## config.mk

```make
export PLATFORM = sky130hd
export DESIGN_NAME = lc3_microsequencer
export DESIGN_NICKNAME = d
export VERILOG_FILES = /design/src/rtl/lc3_ctrl_pkg.sv /design/src/rtl/lc3_ctrl_store.sv /design/src/rtl/lc3_microsequencer.sv
export SDC_FILE = /design/constraint.sdc
export NUM_CORES = 1
export LEC_CHECK = 0
export BUFFER_PORTS_ARGS = -buffer_cell sky130_fd_sc_hd__buf_4
export CAP_MARGIN = 20
export CORE_ASPECT_RATIO = 0.8
export CORE_UTILIZATION = 37
export DETAILED_ROUTE_END_ITERATION = 8
export PLACE_DENSITY_LB_ADDON = 0.3
export SETUP_SLACK_MARGIN = 0.2
export SLEW_MARGIN = 5
export SYNTH_ARGS = -nofsm -noshare
export SYNTH_HDL_FRONTEND = slang
export SYNTH_SLANG_ARGS = --single-unit
export TNS_END_PERCENT = 1
```

## constraint.sdc

```tcl
create_clock -name clk -period 1.75 [get_ports clk]
set_clock_uncertainty 0.15 [all_clocks]
set_input_delay 0.0875 -clock clk [delete_from_list [all_inputs] [get_ports clk]]
set_output_delay 0.0875 -clock clk [all_outputs]
set_load 0.01 [all_outputs]
```

## src/rtl/lc3_ctrl_pkg.sv

```systemverilog
// LC-3 control-store definitions: microinstruction field layout, COND codes,
// named micro-states and datapath control-word bit positions.
package lc3_ctrl_pkg;

   localparam int unsigned UWORD_W = 50;
   localparam int unsigned CTRL_W  = 40;
   localparam int unsigned IRD_BIT = 49;
   localparam int unsigned COND_HI = 48;
   localparam int unsigned COND_LO = 46;
   localparam int unsigned J_HI    = 45;
   localparam int unsigned J_LO    = 40;
   localparam int unsigned CTRL_HI = 39;
   localparam int unsigned CTRL_LO = 0;

   typedef enum logic [2:0] {
      C_NONE   = 3'd0,
      C_READY  = 3'd1,
      C_BRANCH = 3'd2,
      C_ADDR   = 3'd3,
      C_PSR    = 3'd4,
      C_INT    = 3'd5,
      C_ACV    = 3'd6,
      C_NONE7  = 3'd7
   } cond_e;

   typedef enum logic [5:0] {
      S_BR       = 6'd0,
      S_ADD      = 6'd1,
      S_AND      = 6'd5,
      S_NOT      = 6'd9,
      S_FETCH    = 6'd18,
      S_BR_TAKEN = 6'd22,
      S_DECODE   = 6'd32,
      S_MEMWAIT  = 6'd33,
      S_IRLD     = 6'd35,
      S_INT_VEC  = 6'd37,
      S_INT      = 6'd49,
      S_EXC      = 6'd60
   } state_e;

   // LSB position of each field inside the 40-bit datapath control word
   typedef enum int unsigned {
      LD_MAR      = 0,
      LD_MDR      = 1,
      LD_IR       = 2,
      LD_BEN      = 3,
      LD_REG      = 4,
      LD_CC       = 5,
      LD_PC       = 6,
      LD_PRIV     = 7,
      LD_SAVEDSSP = 8,
      LD_SAVEDUSP = 9,
      LD_VECTOR   = 10,
      GATE_PC     = 11,
      GATE_MDR    = 12,
      GATE_ALU    = 13,
      GATE_MARMUX = 14,
      GATE_VECTOR = 15,
      GATE_PC1    = 16,
      GATE_PSR    = 17,
      GATE_SP     = 18,
      PCMUX       = 19,
      DRMUX       = 21,
      SR1MUX      = 23,
      ADDR1MUX    = 25,
      ADDR2MUX    = 26,
      SPMUX       = 28,
      MARMUX      = 30,
      TABLEMUX    = 31,
      VECTORMUX   = 32,
      PSRMUX      = 34,
      ALUK        = 35,
      MIO_EN      = 37,
      R_W         = 38,
      SET_PRIV    = 39
   } ctrl_pos_e;

   function automatic logic [CTRL_W-1:0] cfld(input ctrl_pos_e pos, input logic [1:0] val);
      return CTRL_W'(val) << pos;
   endfunction

   function automatic logic [UWORD_W-1:0] uword(input logic ird, input cond_e cond,
                                                input state_e j, input logic [CTRL_W-1:0] ctrl);
      return {ird, cond, j, ctrl};
   endfunction

endpackage

```

## src/rtl/lc3_ctrl_store.sv

```systemverilog
// 64x50 microcode ROM; unlisted addresses fall back to a side-effect-free
// word that returns to FETCH.
module lc3_ctrl_store
   import lc3_ctrl_pkg::*;
(
   input  logic [5:0]         addr_i,
   output logic [UWORD_W-1:0] word_o
);

   always_comb begin
      word_o = uword(1'b0, C_NONE, S_FETCH, '0);
      case (addr_i)
         S_FETCH:    word_o = uword(1'b0, C_INT, S_MEMWAIT,
                                    cfld(LD_MAR, 2'd1) | cfld(LD_PC, 2'd1) | cfld(GATE_PC, 2'd1));
         S_MEMWAIT:  word_o = uword(1'b0, C_READY, S_MEMWAIT, cfld(MIO_EN, 2'd1));
         S_IRLD:     word_o = uword(1'b0, C_NONE, S_DECODE,
                                    cfld(GATE_MDR, 2'd1) | cfld(LD_IR, 2'd1));
         S_DECODE:   word_o = uword(1'b1, C_NONE, S_FETCH, cfld(LD_BEN, 2'd1));
         S_ADD:      word_o = uword(1'b0, C_NONE, S_FETCH,
                                    cfld(LD_REG, 2'd1) | cfld(LD_CC, 2'd1) | cfld(GATE_ALU, 2'd1) |
                                    cfld(SR1MUX, 2'd1) | cfld(ALUK, 2'd0));
         S_AND:      word_o = uword(1'b0, C_NONE, S_FETCH,
                                    cfld(LD_REG, 2'd1) | cfld(LD_CC, 2'd1) | cfld(GATE_ALU, 2'd1) |
                                    cfld(SR1MUX, 2'd1) | cfld(ALUK, 2'd1));
         S_NOT:      word_o = uword(1'b0, C_NONE, S_FETCH,
                                    cfld(LD_REG, 2'd1) | cfld(LD_CC, 2'd1) | cfld(GATE_ALU, 2'd1) |
                                    cfld(SR1MUX, 2'd1) | cfld(ALUK, 2'd2));
         S_BR:       word_o = uword(1'b0, C_BRANCH, S_FETCH, '0);
         S_BR_TAKEN: word_o = uword(1'b0, C_NONE, S_FETCH,
                                    cfld(LD_PC, 2'd1) | cfld(PCMUX, 2'd2) | cfld(ADDR2MUX, 2'd2));
         S_INT:      word_o = uword(1'b0, C_NONE, S_INT_VEC,
                                    cfld(LD_MDR, 2'd1) | cfld(GATE_PSR, 2'd1) |
                                    cfld(LD_PRIV, 2'd1) | cfld(SET_PRIV, 2'd1));
         S_EXC:      word_o = uword(1'b0, C_NONE, S_EXC, '0);
         default:    ;
      endcase
   end

endmodule

```

## src/rtl/lc3_microsequencer.sv

```systemverilog
// LC-3 microsequencer: micro-state register, next-address logic (J/COND/IRD)
// and the control word read straight out of the store for the current state.
module lc3_microsequencer
   import lc3_ctrl_pkg::*;
(
   input  logic              clk,
   input  logic              rst_n,
   input  logic [4:0]        ir,
   input  logic              ben,
   input  logic              psr_15,
   input  logic              acv,
   input  logic              int_req,
   input  logic              mem_r,
   output logic [CTRL_W-1:0] ctrl_sig_40,
   output logic [5:0]        state
);

   logic [5:0]         state_q, state_d;
   logic [UWORD_W-1:0] uinst;
   logic [5:0]         j_mod;

   lc3_ctrl_store u_store (
      .addr_i (state_q),
      .word_o (uinst)
   );

   // The store sets at most one COND per word, so a single OR point suffices
   always_comb begin
      j_mod = uinst[J_HI:J_LO];
      case (uinst[COND_HI:COND_LO])
         C_READY:  j_mod[1] = j_mod[1] | mem_r;
         C_BRANCH: j_mod[2] = j_mod[2] | ben;
         C_ADDR:   j_mod[0] = j_mod[0] | ir[0];
         C_PSR:    j_mod[3] = j_mod[3] | psr_15;
         C_INT:    j_mod[4] = j_mod[4] | int_req;
         C_ACV:    j_mod[5] = j_mod[5] | acv;
         default:  ;
      endcase
      state_d = uinst[IRD_BIT] ? {2'b00, ir[4:1]} : j_mod;
   end

   always_ff @(posedge clk or negedge rst_n) begin
      if (!rst_n) state_q <= S_FETCH;
      else        state_q <= state_d;
   end

   assign ctrl_sig_40 = uinst[CTRL_HI:CTRL_LO];
   assign state       = state_q;

endmodule
```

==> impl_metrics.py <==
metrics = {
    "power": {
        "irDropWorstVdd_uv": 731,
        "total_power_uw": 1100,
        "power_density_mw_per_mm2": 1170,
        "p_leak_uw": 0.000486,
    },
    "final_layout": {
        "final_area_um2": 940,
        "largest_reg_flops": 6,
        "drive_gt1_frac": 0.539,
        "antennaDiodeCount": 0,
        "final_nets": 129,
        "fin_util": 0.572,
        "areaGrowthSynthToFinish_pct": 44.1,
    },
    "sta": {
        "period_share": 0.959,
        "tns_ns": 0,
        "fmax_mhz": 596,
        "final_max_slew_viol_count": 0,
        "setup_violations": 0,
        "period_minus_slack_ns": 1.68,
        "rsz0062_at_grt": "true",
        "hold_viol": 0,
    },
    "grt": {
        "grt_max_degree": 10,
        "antenna_found_initial": 0,
        "grt_overflow_total": 0,
        "grt_pass1_vias": 419,
        "grt_first_pass_wirelength_um": 1930,
        "grt_use_total": 0.135,
    },
    "yosys": {
        "synth_area_leaders": "buf_4 (36%), dfrtp_1 (15%), dfstp_2 (8.1%)",
        "netlist.area_leader.share": 0.357,
        "postSynthCellCount": 79,
        "synth-edff-count": 0,
        "yosysUniqueCellTypes": 27,
        "synth.largest_area_cell": "buf_4",
        "synth-main-ff-cell": "dfrtp_1",
        "seq_area_frac_synth": 0.234,
        "yosysMostFrequentCell": "buf_4",
        "avgSynthCellArea_um2": 8.25,
        "yosysWarnings": 0,
        "syn_area_um2": 652,
        "ys_ff_latch": 6,
        "synth_common_cells": "buf_4 (31), nor2_1 (6), nand2_1 (5)",
        "async_reset_ff_frac": 1.00,
    },
    "worst_setup_path": {
        "endpoint": "ctrl_sig_40[5]",
        "crit_path_start": "state[1]$_DFF_PN1_",
        "rr_worst_depth": 6,
        "critPathMaxFanout": 4,
        "r2r_start": "state[3]$_DFF_PN0_",
        "ff2ff_setup_slack_ns": 0.14,
        "reg2reg_to": "state[1]$_DFF_PN1_",
        "end_kind": "output port",
        "start_kind": "flip-flop",
        "path_class": "flip-flop to output port",
        "cp.arrival_ns": 1.44,
        "critical_path_required_ns": 1.51,
    },
    "place": {
        "port_buffers": 33,
        "post-dp-hpwl_um": 943,
        "dpl_cell_area_um2": 828,
        "gp_congestion": 0.687,
    },
    "floorplanning": {
        "die-height_um": 39.5,
        "chipWidth_um": 48.9,
        "fp.coreArea_mm2": 0.00164,
        "start_util": 0.397,
        "num_io_pins": 58,
        "dieArea_mm2": 0.00193,
        "row_count": 13,
    },
    "drt": {
        "drc": 0,
        "antenna_left": 0,
        "vias": 559,
        "routedWlPerCell_um": 8.42,
        "routed_wl_um": 1150,
        "vias_per_cell": 4.08,
        "drtIter0Drc": 7,
        "drt_pass1_iterations": 4,
    },
    "cts": {
        "clk_pin_slew_worst_paths_ns": 0.04,
        "ctsRootBufferMaster": "clkbuf_4",
        "htree_levels": 1,
        "clk_path_buf_depth": 2,
        "cts_tree": "yes",
        "clk_latency_ns": 0.24,
        "numCtsBuffers": 3,
        "clock-sinks": 6,
    },
    "worst_hold_path": {
        "min_path_cells": 3,
        "worstHoldPathType": "input port to flip-flop",
    },
    "flow_run": {
        "cap_violations": 0,
    },
    "status": {
        "status": "finished clean",
    },
}
per-stage QoR:
step | cells | hold slack, ns | setup slack (ns)
2_1_floorplan | 99 | -0.358 | 0.152
3_3_place_gp | 126 | -0.253 | 0.214
3_5_place_dp | 126 | -0.252 | 0.208
4_1_cts | 136 | 0.0183 | 0.0628
5_1_grt | 137 | 0.0381 | 0.00669
6_report | 137 | 0.0280 | 0.0720
layout by cell type, fill, tap and decap left out, drive strengths merged, types with 3 or more instances in the layout:
| cell | Yosys | final |
|---|---|---|
| clkbuf | 0 | 3 |
| dlygate4sd3 | 0 | 5 |
| a21oi | 6 | 6 |
| inv | 3 | 3 |
| nor2 | 7 | 7 |
| buf | 32 | 40 |
| nor4 | 3 | 3 |
| dfrtp | 4 | 4 |
| conb | 1 | 21 |
| nand2 | 5 | 5 |
final cells by class:
class	count	area, µm²
inverter	3	11.3
sequential	6	155
timing repair buffer	45	350
multi-input combinational	58	373
tap	22	27.5
clock buffer	3	22.5
fill	155	703
worst max-delay path: stages, from the launching register on:
cell and delay [ns]:
dfstp_2 0.39, nand2b_4 0.16, or3_4 0.36, a21oi_4 0.15, buf_4 0.14
routing by layer:
metal,GRT usage,up-vias,share of wire
li1,-,284,-
met1,0.183,242,0.48
met2,0.201,33,0.43
met3,0.0310,0,0.079
met4,0.0662,0,0
met5,0,-,0
worst min path at each step:
stage                                    end  slack (ns)  start
after global placement    state[0]$_DFF_PN0_       -0.25  rst_n
final                     state[2]$_DFF_PN0_        0.03    ben
after global routing      state[2]$_DFF_PN0_        0.04  rst_n
after CTS                 state[2]$_DFF_PN0_        0.02    ben
after floorplan           state[0]$_DFF_PN0_       -0.36  rst_n
after detailed placement  state[0]$_DFF_PN0_       -0.25  rst_n
where the power goes:
part           switching, µW  total [µW]  internal, µW
clock network           45.9         123          77.3
logic                    316         674           358
registers               92.5         299           207
kinds of logic (layout without fill, tap and decap cells):
kind of cell	Yosys count	in the layout	synth area share
simple gates	26	26	0.265
flops	6	6	0.234
buf+inv	35	51	0.382
compound gates	11	11	0.113
other cells	1	21	0.00575
what timing repair did:
action	4_1_cts	5_1_grt
setup buffers	2	1
resized for setup	4	1
hold buffers	5	0
pin swaps	0	1
hold endpoints to repair	10	0
setup endpoints to repair	18	22
Note: power is estimated with default switching activity, not from simulation.
